===== config.mk =====
export PLATFORM = sky130hd
export DESIGN_NAME = mem_arbiter
export DESIGN_NICKNAME = d
export VERILOG_FILES = /design/src/rtl/mem_arb_pkg.sv /design/src/rtl/mem_arb_grant.sv /design/src/rtl/mem_arbiter.sv
export SDC_FILE = /design/constraint.sdc
export NUM_CORES = 1
export LEC_CHECK = 0
export CAP_MARGIN = 10
export CORE_AREA = 2 2 207 209
export CTS_CLUSTER_DIAMETER = 100
export DETAILED_ROUTE_END_ITERATION = 10
export DIE_AREA = 0 0 209 211
export SETUP_SLACK_MARGIN = 0.02
export SLEW_MARGIN = 20
export SYNTH_ARGS = -nofsm -noshare
export SYNTH_HDL_FRONTEND = slang
export SYNTH_SLANG_ARGS = --single-unit

===== constraint.sdc =====
create_clock -name clk -period 8.04 [get_ports clk]
set_input_delay 1.608 -clock clk [delete_from_list [all_inputs] [get_ports clk]]
set_output_delay 1.608 -clock clk [all_outputs]
set_load 0.01 [all_outputs]

===== src/rtl/mem_arb_pkg.sv =====
// Shared types and constants for the two-port RAM arbiter.
// Build option: define MEM_ARB_RR_EN for round-robin arbitration;
// the default build uses fixed priority (LS beats IF).
package mem_arb_pkg;

    typedef enum logic [1:0] {
        ST_IDLE   = 2'd0,
        ST_ACCESS = 2'd1,
        ST_RESP   = 2'd2
    } state_t;

    localparam logic REQ_IF = 1'b0;
    localparam logic REQ_LS = 1'b1;

    // Only the low 32 bits of a RAM word carry payload.
    localparam logic [63:0] WORD_MASK = 64'h0000_0000_FFFF_FFFF;

endpackage


===== src/rtl/mem_arb_grant.sv =====
// Combinational winner select between the IF and LS requesters.
// Build option: MEM_ARB_RR_EN selects round-robin on contention
// (winner is the requester that did not win last); otherwise LS always wins.
module mem_arb_grant
    import mem_arb_pkg::*;
(
    input  logic if_valid,
    input  logic ls_valid,
    input  logic last_grant,
    output logic grant_valid,
    output logic grant_id
);

`ifndef MEM_ARB_RR_EN
    // Fixed priority never looks at the grant history.
    logic unused_last_grant;
    assign unused_last_grant = last_grant;
`endif

    // Pick the winner from the currently valid requesters.
    always_comb begin
        grant_valid = if_valid | ls_valid;
        grant_id    = REQ_IF;
`ifdef MEM_ARB_RR_EN
        if (if_valid && ls_valid) begin
            grant_id = (last_grant == REQ_IF) ? REQ_LS : REQ_IF;
        end else if (ls_valid) begin
            grant_id = REQ_LS;
        end
`else
        if (ls_valid) begin
            grant_id = REQ_LS;
        end
`endif
    end

endmodule


===== src/rtl/mem_arbiter.sv =====
// Arbiter/sequencer sharing a single-port RAM between instruction fetch (IF)
// and load/store (LS). One transaction at a time: IDLE -> ACCESS -> RESP.
// Build option: MEM_ARB_RR_EN enables round-robin arbitration (see mem_arb_grant).
//
// Handshake: a request is accepted on the rising edge where req_valid and
// req_ready are both 1. ready is only raised in IDLE, combinationally, to the
// grant winner. A requester may drop valid before ready without effect.
// Responses are single-cycle rsp_valid pulses with no backpressure.
module mem_arbiter
    import mem_arb_pkg::*;
#(
    parameter int ADDR_W    = 64,
    parameter int DATA_W    = 64,
    parameter int MEM_BYTES = 1024
) (
    input  logic              clk,
    input  logic              reset,
    input  logic              if_req_valid,
    output logic              if_req_ready,
    input  logic [ADDR_W-1:0] if_req_addr,
    output logic              if_rsp_valid,
    output logic [DATA_W-1:0] if_rsp_data,
    output logic              if_rsp_err,
    input  logic              ls_req_valid,
    output logic              ls_req_ready,
    input  logic              ls_req_we,
    input  logic [ADDR_W-1:0] ls_req_addr,
    input  logic [DATA_W-1:0] ls_req_wdata,
    output logic              ls_rsp_valid,
    output logic [DATA_W-1:0] ls_rsp_data,
    output logic              ls_rsp_err,
    output logic              ram_we,
    output logic [ADDR_W-1:0] ram_addr,
    output logic [DATA_W-1:0] ram_wdata,
    input  logic [DATA_W-1:0] ram_rdata,
    output state_t            dbg_state
);

    localparam logic [ADDR_W:0] LIMIT = (ADDR_W+1)'(MEM_BYTES);

    state_t            state;
    state_t            state_next;
    logic              grant_valid;
    logic              grant_id;
    logic              last_grant;
    logic              accept;
    logic [ADDR_W-1:0] sel_addr;
    logic              sel_err;
    logic              lat_id;
    logic              lat_we;
    logic              lat_err;
    logic [ADDR_W-1:0] lat_addr;
    logic [DATA_W-1:0] lat_wdata;
    logic [DATA_W-1:0] rsp_word;

    mem_arb_grant u_grant (
        .if_valid    (if_req_valid),
        .ls_valid    (ls_req_valid),
        .last_grant  (last_grant),
        .grant_valid (grant_valid),
        .grant_id    (grant_id)
    );

    assign accept   = (state == ST_IDLE) && grant_valid;
    assign sel_addr = (grant_id == REQ_LS) ? ls_req_addr : if_req_addr;
    // Widened by one bit so addresses near the top of the bus cannot wrap.
    assign sel_err  = ({1'b0, sel_addr} + (ADDR_W+1)'(3)) >= LIMIT;

    assign ram_addr  = lat_addr;
    assign ram_wdata = lat_wdata;
    assign dbg_state = state;

    // State register.
    always_ff @(posedge clk) begin
        if (!reset) begin
            state <= ST_IDLE;
        end else begin
            state <= state_next;
        end
    end

    // Next-state: fixed three-step walk once a request is accepted.
    always_comb begin
        state_next = state;
        case (state)
            ST_IDLE:   if (grant_valid) state_next = ST_ACCESS;
            ST_ACCESS: state_next = ST_RESP;
            ST_RESP:   state_next = ST_IDLE;
            default:   state_next = ST_IDLE;
        endcase
    end

    // Capture the winning request (and grant history) on accept.
    always_ff @(posedge clk) begin
        if (!reset) begin
            lat_id     <= REQ_IF;
            lat_we     <= 1'b0;
            lat_err    <= 1'b0;
            lat_addr   <= '0;
            lat_wdata  <= '0;
            last_grant <= REQ_IF;
        end else if (accept) begin
            lat_id     <= grant_id;
            lat_we     <= (grant_id == REQ_LS) && ls_req_we;
            lat_err    <= sel_err;
            lat_addr   <= sel_addr;
            lat_wdata  <= (grant_id == REQ_LS) ? ls_req_wdata : '0;
            last_grant <= grant_id;
        end
    end

    // Outputs: ready in IDLE, RAM write strobe in ACCESS, response in RESP.
    // Everything is held at 0 while reset is asserted.
    always_comb begin
        if_req_ready = 1'b0;
        ls_req_ready = 1'b0;
        if_rsp_valid = 1'b0;
        if_rsp_data  = '0;
        if_rsp_err   = 1'b0;
        ls_rsp_valid = 1'b0;
        ls_rsp_data  = '0;
        ls_rsp_err   = 1'b0;
        ram_we       = 1'b0;
        rsp_word     = '0;
        if (reset) begin
            case (state)
                ST_IDLE: begin
                    if_req_ready = grant_valid && (grant_id == REQ_IF);
                    ls_req_ready = grant_valid && (grant_id == REQ_LS);
                end
                ST_ACCESS: begin
                    ram_we = lat_we && !lat_err;
                end
                ST_RESP: begin
                    rsp_word = (lat_we || lat_err) ? '0 : (ram_rdata & DATA_W'(WORD_MASK));
                    if (lat_id == REQ_LS) begin
                        ls_rsp_valid = 1'b1;
                        ls_rsp_data  = rsp_word;
                        ls_rsp_err   = lat_err;
                    end else begin
                        if_rsp_valid = 1'b1;
                        if_rsp_data  = rsp_word;
                        if_rsp_err   = lat_err;
                    end
                end
                default: ;
            endcase
        end
    end

endmodule


==> results.md, run 1 <==
- Fill count: 4358
- CTS Hold Buffers Added: 0
- Gpl congestion: 0.9115
- Slew margin rel.: 0.3551
- Final worst clock skew: 6.978 ps
- RSZ-0062 raised after global routing: no
- Synthesized instance count: 996
- Number of synthesized flops with an enable pin: 0
- Netlist cell types: 64
- DRC errors left: 0
- Die Wd: 209 um
- Worst-path clk slew: 60 ps
- Design area: 0.01356 mm^2
- Via density: 4.838
- Postcts setup bufs: 0
- Top_reg_cell synth: dfxtp_1
- CP Capture Type: output port
- Clock tree from TritonCTS: built
- Period utilization: 0.6862
- Post-synth top area share: 0.3140
- Fin nets: 1639
- Global-route wire length before repair: 56290 um
- Setup TNS: 0 ps
- Core region area: 0.04176 mm^2
- Post-synth top cells: dfxtp_1, nand2_1, and3_1
- Initial Util: 0.2031
- Clock Path Buffers: 2
- Max-cap viol count: 0
- Clk Latency, worst-skew pair: 450 ps
- Total power density per cell area: 159.1 mW/mm^2
- Sequential-to-total area share from yosys stat: 0.3140
- Die ar.: 0.04410 mm^2
- Top-count cell post-synth: dfxtp_1
- DP HPWL: 31700 um
- Cell row count: 75
- Synth Warn #: 0
- Register area: 0.002663 mm^2
- Mean Syn Cell Area: 8.515 um^2
- Worst Path Arrival: 3910 ps
- Placed cell area: 0.01296 mm^2
- Share of layout cells above drive strength 1: 0.04673
- GRT Residual Overflow: 0
- Initial antenna violation count: 5
- Clock root cell: clkbuf_16
- Total number of vias: 9351
- Vias in the first global route: 8848
- Layout area overhead: 59.91%
- Top cells by area, synth: dfxtp_1, mux2i_1, o211a_1
- Ys async rst share: 0
- Launching element type of the critical path: input port
- Worst vdd ir: 141.4 uV
- Cell taking the most area after synthesis: dfxtp_1
- Port Buf Inserts: 429
- # resized after CTS: 0
- Num CTS Buffers: 17
- Least-Margin Pin Slew: 965.1 ps
- Setup CP Type: input port to output port
- Fin crit period: 5517 ps
- Hold Path Class: flop to flop
- Mapped Area: 0.008481 mm^2
- Detailed Route WL: 39740 um
- Die height: 211 um
- Fin. Hold Viols: 0
- Leak: 0.005671 uW
- Area of the multi-input gates: 0.005238 mm^2
- DR WL/cell: 20.56 um
- Final Max Tran Viols: 0
- #FFs+latches synth: 133
- All-Layer GR Usage: 0.1722
- Crit-path max FO: 34
- Required @ worst endpoint: 6430 ps
- DRT iter0 DRCs: 769
- Clock Sink Count: 133
- H-tree Lvls: 4
- Largest net degree at the start of global routing: 85
- DR pass1 iterations: 6
- Status: finished clean
- Max Freq: 0.1813 GHz
- DRT antenna net count: 0
- Setup violators final: 0
- Number of I/O pins: 526
## sequential cells by signal, indices dropped and copies added (netlist names)
register   flops
lat_id         1
lat_we         1
lat_err        1
dbg_state      2
ram_addr      64
ram_wdata     64
## path summary, 6_finish.rpt
check        slack (ps)     startpoint  depth (start not counted)         endpoint
min                 470  ram_wdata[26]                          1    ram_wdata[26]
max                2520          reset                          5  ls_rsp_data[24]
min reg2reg         470  ram_wdata[26]                          1    ram_wdata[26]
max reg2reg        5340   dbg_state[1]                          8          lat_err
## routing by layer
layer | GRT usage | part of all wire | up-vias
met5 | 0 | 0 | -
met4 | 0.06872 | 0.026 | 0
met3 | 0.04683 | 0.068 | 49
met2 | 0.2952 | 0.49 | 440
met1 | 0.2040 | 0.41 | 4460
li1 | - | - | 4402
## placed cells by master (no fill, tap or decap), types with 8 or more instances in the layout
cell type / synthesis / routed
a221oi_1: 8 / 8
mux2_2: 10 / 10
nand4b_1: 9 / 9
clkbuf_16: 0 / 17
conb_1: 1 / 64
o21ai_0: 15 / 15
a22oi_1: 31 / 31
nand3_1: 43 / 43
inv_1: 8 / 8
dfxtp_1: 133 / 133
and2_1: 9 / 9
a21oi_1: 20 / 20
o211a_1: 60 / 60
a31oi_1: 12 / 12
a22o_1: 49 / 49
clkdlybuf4s50_1: 0 / 427
nand2_1: 106 / 106
nor3_1: 14 / 14
nor2b_1: 20 / 20
buf_4: 67 / 10
nor2_1: 26 / 24
nand4_1: 22 / 22
nand3b_1: 22 / 22
and3_1: 72 / 72
xnor2_1: 9 / 9
mux2i_1: 60 / 60
nor4_1: 13 / 13
## critical path, cell delays in order
cell	delay (ps)
buf_4	310
nor2b_1	230
and3_1	790
and3_1	360
clkdlybuf4s50_1	570
## cells by family (layout without fill, tap and decap cells)
kind of cell              after synthesis  count (layout)  share of synthesized area
and+or+nand+nor                       393             393                     0.2569
AOI/OAI and AO/OA                     237             237                     0.2293
buffers and inverters                 146             478                    0.09885
DFF                                   133             133                     0.3140
muxes                                  70              70                    0.08410
xor gates and xnor gates               16              16                    0.01652
other                                   1              67                  0.0004422
## stage by stage
| step | std cells | total power, uW | util | hold WS [ps] | setup slack (ps) |
|---|---|---|---|---|---|
| after CTS | 1930 | 2191 | 0.3246 | 475.4 | 2512 |
| after floorplan | 1059 | 1041 | - | 493.0 | 2759 |
| after global placement | 1898 | 1352 | 0.3105 | 456.0 | 2362 |
| after detailed placement | 1898 | 1357 | 0.3105 | 453.2 | 2307 |
| final | 1933 | 2157 | 0.3248 | 471.7 | 2523 |
| after global routing | 1933 | 2259 | 0.3248 | 491.7 | 2229 |
## power by group
part / switching (uW) / internal [uW]
Sequential: 34.5 / 719
Clock: 348 / 467
Combinational: 290 / 298
Total: 673 / 1480
## final cells by class
type | instances | share of cell area
Clock inverter | 14 | 0.01107
Clock buffer | 18 | 0.03238
Antenna cell | 3 | 0.0005536
Inverter | 8 | 0.002214
Multi-Input combinational cell | 780 | 0.3862
Sequential cell | 133 | 0.1963
Tap cell | 539 | 0.04973
Timing Repair Buffer | 438 | 0.3215
Power figures use the tool's default switching activity.
==> run 2: changes to the inputs <==
--- a/config.mk
+++ b/config.mk
@@ -6,10 +6,10 @@
 export NUM_CORES = 1
 export LEC_CHECK = 0
 export CAP_MARGIN = 10
-export CORE_AREA = 2 2 207 209
+export CORE_AREA = 2 2 204 206
 export CTS_CLUSTER_DIAMETER = 100
 export DETAILED_ROUTE_END_ITERATION = 10
-export DIE_AREA = 0 0 209 211
+export DIE_AREA = 0 0 206 208
 export SETUP_SLACK_MARGIN = 0.02
 export SLEW_MARGIN = 20
 export SYNTH_ARGS = -nofsm -noshare
==> constraint.sdc (replaced) <==
create_clock -name clk -period 4.7 [get_ports clk]
set_input_delay 0.94 -clock clk [delete_from_list [all_inputs] [get_ports clk]]
set_output_delay 0.94 -clock clk [all_outputs]
set_load 0.01 [all_outputs]
==> results.md, run 2 (synthesized netlist as in run 1, its figures left out) <==
- Commonest non-fill, non-tap cell in the layout: clkdlybuf4s50_1 (unchanged)
- Met1 usage: 0.2179 (was 0.2040)
- Setup violators final: 0 (unchanged)
- Launching element type of the critical path: input port (unchanged)
- Gpl congestion: 0.9164 (was 0.9115)
- Leak: 0.005808 uW (was 0.005671 uW)
- Detailed Route WL: 39670 um (was 39740 um)
- # resized after CTS: 0 (unchanged)
- Slew margin rel.: 0.3074 (was 0.3551)
- Clock share of power: 0.376 (was 0.378)
- Met2 Resource Use GR: 0.3035 (was 0.2952)
- Worst Path Arrival: 4250 ps (was 3910 ps)
- Layout area overhead: 62.23% (was 59.91%)
- Crit path depth: 10 (was 5)
- Total power density per cell area: 268.9 mW/mm^2 (was 159.1 mW/mm^2)
- DRC errors left: 0 (unchanged)
- CP top delay family: simple AND/OR/NAND/NOR gates (unchanged)
- Global-route wire length before repair: 57670 um (was 56290 um)
- All-Layer GR Usage: 0.1798 (was 0.1722)
- Placed Cells: 1916 (was 1898)
- Port Buf Inserts: 429 (unchanged)
- CP Cell Sequence: clkdlybuf4s50_1 > o211ai_1 > or4_1 > a2111oi_4 > nand3_1 > or4_1 > nor4_1 > xnor2_1 > nor3_1 > a31oi_1 (was buf_4 > nor2b_1 > and3_1 > and3_1 > clkdlybuf4s50_1)
- Status: finished clean (unchanged)
- Setup TNS: 0 ps (unchanged)
- Fin crit period: 3916 ps
- Grt peak-use layer: met2 (unchanged)
- Final Max Tran Viols: 0 (unchanged)
- Setup CP Type: input port to flop (was input port to output port)
- Core region area: 0.04055 mm^2 (was 0.04176 mm^2)
- Fin nets: 1664 (was 1639)
- Final worst clock skew: 9.451 ps (was 6.978 ps)
- M3 GR Usage: 0.04668 (was 0.04683)
- DR WL/cell: 20.34 um (was 20.56 um)
- Hold path cells: 1 (unchanged)
- CP Capture Type: flop (was output port)
- Net switching power: 1129 uW (was 672.7 uW)
- Total number of vias: 9454 (was 9351)
- Max Freq: 0.2554 GHz
- Share of layout cells above drive strength 1: 0.06285 (was 0.04673)
- RSZ-0062 raised after global routing: no (unchanged)
- Crit path top cell by count: or4_1 (was and3_1)
- Crit path largest cell delay: 700 ps (was 790 ps)
- Period utilization: 0.8332
- GRT Residual Overflow: 0 (unchanged)
- Worst-path clk slew: 70 ps (was 60 ps)
- Most frequent cells in the layout: clkdlybuf4s50_1, dfxtp_1, nand2_1 (unchanged)
- DR pass1 iterations: 6 (unchanged)
- Clock tree from TritonCTS: built (unchanged)
- CP bufs+invs: 1 (was 2)
- Die ar.: 0.04285 mm^2 (was 0.04410 mm^2)
- Clk Latency, worst-skew pair: 460 ps (was 450 ps)
- Total power: 3700 uW (was 2157 uW)
- Flop pwr share: 0.349 (about the same)
- Clock Sink Count: 133 (unchanged)
- Least-Margin Pin Slew: 1039 ps (was 965.1 ps)
- Register area: 0.002663 mm^2 (unchanged)
- Clock Path Buffers: 2 (unchanged)
- DRT iter0 DRCs: 839 (was 769)
- CP max stage cell: or4_1 (was and3_1)
- H-tree Lvls: 4 (unchanged)
- Die height: 208 um (was 211 um)
- P_int: 2572 uW (was 1485 uW)
- Fin cells: 1950 (was 1933)
- Num CTS Buffers: 17 (unchanged)
- Switching fraction of total power: 0.3050 (was 0.3118)
- Placed cell area: 0.01315 mm^2 (was 0.01296 mm^2)
- DP HPWL: 31860 um (was 31700 um)
- Clock root cell: clkbuf_16 (unchanged)
- Required @ worst endpoint: 5040 ps (was 6430 ps)
- Number of I/O pins: 526 (unchanged)
- Fin. Hold Viols: 0 (unchanged)
- Initial Util: 0.2091 (was 0.2031)
- Area of the multi-input gates: 0.005238 mm^2 (unchanged)
- Via density: 4.848 (was 4.838)
- Combinational share of power: 0.276 (was 0.273)
- Vias in the first global route: 9034 (was 8848)
- DP Worst Slack: 362.2 ps (was 2307 ps)
- Cell row count: 74 (was 75)
- Worst vdd ir: 246.6 uV (was 141.4 uV)
- DRT antenna net count: 0 (unchanged)
- Die Wd: 206 um (was 209 um)
- Path depth of the worst reg2reg path: 8 (unchanged)
- Hold Path Class: flop to flop (unchanged)
- CTS Hold Buffers Added: 0 (unchanged)
- Max-cap viol count: 0 (unchanged)
- Initial antenna violation count: 5 (unchanged)
- Worst Slack Setup Final: 784.1 ps (was 2523 ps)
- Largest net degree at the start of global routing: 89 (was 85)
- Postcts setup bufs: 0 (unchanged)
- Design area: 0.01376 mm^2 (was 0.01356 mm^2)
- Fill count: 4261 (was 4358)
- Crit-path max FO: 6 (was 34)
## run 2: cell count changes in the layout (fill, tap and decap cells not counted), sizes merged
cell and change:
diode -1, buf +25, clkinvlp -2, inv +1
clkinv -1, clkbuf +2
## run 2: layout make-up
type	instances	area share
clock inverters	12	0.01037
well taps	532	0.04838
repair buffers	463	0.3313
multi-input cells	780	0.3807
flip-flops and latches	133	0.1935
diodes	2	0.0003638
inverters	8	0.002183
clock buffers	20	0.03319
## run 2: final timing paths
path | start | end | slack, ps
max | if_req_addr[0] | lat_err | 780
min | ram_wdata[61] | ram_wdata[61] | 470
max reg2reg | dbg_state[1] | lat_err | 2360
min reg2reg | ram_wdata[61] | ram_wdata[61] | 470
## run 2: power by group through the flow
stage	combinational (uW)	sequential (uW)	clock (uW)
final	1020	1290	1390
after global routing	1100	1300	1480
after detailed placement	1020	1310	0
after CTS	1020	1290	1440
after floorplan	429	1350	0
after global placement	1010	1310	0
## run 2: routing by layer
metal,vias up,part of all wire
li1,4455,-
met1,4508,0.41
met4,0,0.026
met3,47,0.077
met5,-,0
met2,444,0.49
## run 2: worst register-to-register path: stages, from the launching register on
cell and delay (ps):
dfxtp_1 360, nor2_1 280, o21a_4 450, nand4_1 180, a311o_1 350, a31oi_1 170
nand4_1 110, nor4_1 200, a31oi_1 120
## run 2: per-stage QoR
stage                       util  hold slack (ps)
final                     0.3393            473.3
after global routing      0.3393            489.0
after CTS                 0.3390            474.8
after detailed placement  0.3242            459.8
after global placement    0.3242            455.9
after floorplan                -            493.0
==> run 3: changes to the inputs <==
==> constraint.sdc (replaced) <==
create_clock -name clk -period 3.46 [get_ports clk]
set_input_delay 0.692 -clock clk [delete_from_list [all_inputs] [get_ports clk]]
set_output_delay 0.692 -clock clk [all_outputs]
set_load 0.01 [all_outputs]
==> results.md, run 3 (synthesized netlist as in run 1, its figures left out) <==
- Design area: 0.01473 mm^2 (was 0.01376 mm^2)
- # resized after CTS: 0 (unchanged)
- Detailed Route WL: 40900 um (was 39670 um)
- Least-Margin Pin Slew: 841.4 ps (was 1039 ps)
- RSZ-0062 raised after global routing: no (unchanged)
- Met3 WL: 2661 um (was 3074 um)
- Gpl congestion: 0.8965 (was 0.9164)
- Most frequent cells in the layout: clkdlybuf4s50_1, buf_4, dfxtp_1 (was clkdlybuf4s50_1, dfxtp_1, nand2_1)
- Setup TNS: 0 ps (unchanged)
- Crit-path max FO: 6 (unchanged)
- Status: finished clean (unchanged)
- CTS Hold Buffers Added: 0 (unchanged)
- Max Freq: 0.2971 GHz
- DR pass1 iterations: 8 (was 6)
- Period utilization: 0.9729
- GRT Residual Overflow: 0 (unchanged)
- Clock Path Buffers: 2 (unchanged)
- Slew margin rel.: 0.4390 (was 0.3074)
- Clock Sink Count: 133 (unchanged)
- R2R Path End: lat_err (unchanged)
- Fin. Hold Viols: 0 (unchanged)
- P_int: 3580 uW (was 2572 uW)
- Clock tree from TritonCTS: built (unchanged)
- Clk Latency, worst-skew pair: 460 ps (about the same)
- Fin crit period: 3366 ps
- Flop pwr share: 0.340 (was 0.349)
- Port Buf Inserts: 429 (unchanged)
- Flop2flop setup slack: 1440 ps (was 2360 ps)
- DRT antenna net count: 0 (unchanged)
- Num CTS Buffers: 17 (unchanged)
- DRC errors left: 0 (unchanged)
- Critical R2R Launch: dbg_state[1] (unchanged)
- Combinational share of power: 0.288 (was 0.276)
- Worst vdd ir: 358.1 uV (was 246.6 uV)
- M1 WL: 17160 um (was 16280 um)
- DRT iter0 DRCs: 667 (was 839)
- Share of layout cells above drive strength 1: 0.1424 (was 0.06285)
- Initial antenna violation count: 1 (was 5)
- Global-route wire length before repair: 59540 um (was 57670 um)
- Max-cap viol count: 0 (unchanged)
- H-tree Lvls: 4 (unchanged)
- Die Wd: 206 um (unchanged)
- Required @ worst endpoint: 3800 ps (was 5040 ps)
- Leak: 0.006404 uW (was 0.005808 uW)
- Layout area overhead: 73.68% (was 62.23%)
- Total number of vias: 9883 (was 9454)
- Core region area: 0.04055 mm^2 (unchanged)
- Path depth of the worst reg2reg path: 8 (unchanged)
- Final worst clock skew: 9.545 ps (was 9.451 ps)
- Commonest non-fill, non-tap cell in the layout: clkdlybuf4s50_1 (unchanged)
- DR WL met2: 19950 um (was 19270 um)
- Via density: 4.774 (was 4.848)
- Worst-path clk slew: 60 ps (was 70 ps)
- Vias in the first global route: 9595 (was 9034)
- Worst Path Arrival: 3700 ps (was 4250 ps)
- Final Max Tran Viols: 0 (unchanged)
- Top routing layer in use: met4 (unchanged)
- Fin nets: 1786 (was 1664)
- Setup CP Type: input port to flop (unchanged)
- Total power: 5144 uW (was 3700 uW)
- Clock share of power: 0.372 (was 0.376)
- Setup violators final: 0 (unchanged)
- Critical Path Sink: lat_err (unchanged)
- Number of I/O pins: 526 (unchanged)
- Hold WS: 475.0 ps (was 473.3 ps)
- Cell row count: 74 (unchanged)
- Postcts setup bufs: 0 (unchanged)
- Placed cell area: 0.01407 mm^2 (was 0.01315 mm^2)
- Die ar.: 0.04285 mm^2 (unchanged)
- Die height: 208 um (unchanged)
- DP HPWL: 33400 um (was 31860 um)
- Switching fraction of total power: 0.3041 (was 0.3050)
- Net switching power: 1564 uW (was 1129 uW)
- Initial Util: 0.2091 (unchanged)
- All-Layer GR Usage: 0.1855 (was 0.1798)
- Total power density per cell area: 349.2 mW/mm^2 (was 268.9 mW/mm^2)
- DR WL/cell: 19.76 um (was 20.34 um)
- # diodes: 0 (was 2)
- Hold Path Class: flop to flop (unchanged)
- Clock root cell: clkbuf_16 (unchanged)
- Core Util, Final: 0.3632 (was 0.3393)
- Largest net degree at the start of global routing: 60 (was 89)
- Launching element type of the critical path: input port (unchanged)
- CP Capture Type: flop (unchanged)
- Origin of the worst setup path: if_req_addr[3] (was if_req_addr[0])
## run 3: stage by stage
step,setup slack [ps],std cells
6_report,93.77,2070
5_1_grt,30.65,2070
2_1_floorplan,67.28,1059
3_5_place_dp,-457.0,2038
4_1_cts,26.26,2070
3_3_place_gp,-418.1,2038
## run 3: power groups by stage
stage          clock, uW  sequential [uW]  combinational (uW)
6_report            1910             1750                1480
5_1_grt             2040             1760                1590
4_1_cts             1990             1750                1490
3_5_place_dp           0             1780                1480
3_3_place_gp           0             1780                1470
2_1_floorplan          0             1840                 584
## run 3: layer usage
layer,track usage,vias to the layer above
met5,0,-
met3,0.04057,64
li1,-,4692
met2,0.3167,419
met1,0.2256,4708
met4,0.07044,0
## run 3: how the worst min path moves through the flow
stage                             start             to  slack [ps]  depth (start not counted)
after floorplan                  lat_id         lat_id         490                          2
after global placement    ram_wdata[40]  ram_wdata[40]         460                          1
after detailed placement  ram_wdata[42]  ram_wdata[42]         460                          1
after CTS                 ram_wdata[61]  ram_wdata[61]         480                          1
after global routing      ram_wdata[46]  ram_wdata[46]         490                          1
final                     ram_wdata[58]  ram_wdata[58]         470                          1
## run 3: area by class of cell
class	count	area, um^2
Clock inverter	12	142.6
Inverter	8	30.03
Tap cell	532	665.6
Clock buffer	20	466.7
Timing Repair Buffer	585	5474
Sequential cell	133	2663
Fill cell	4165	25820
Multi-Input combinational cell	780	5288
## run 3: critical path, stage by stage
cell and delay, ps:
clkdlybuf4s50_1 500, o211ai_1 110, or4_1 490, buf_4 200, a211o_1 400, nor4_4 310
mux2i_1 110, nor4_1 320, nand4_1 160, nor4_2 290, a31oi_1 110
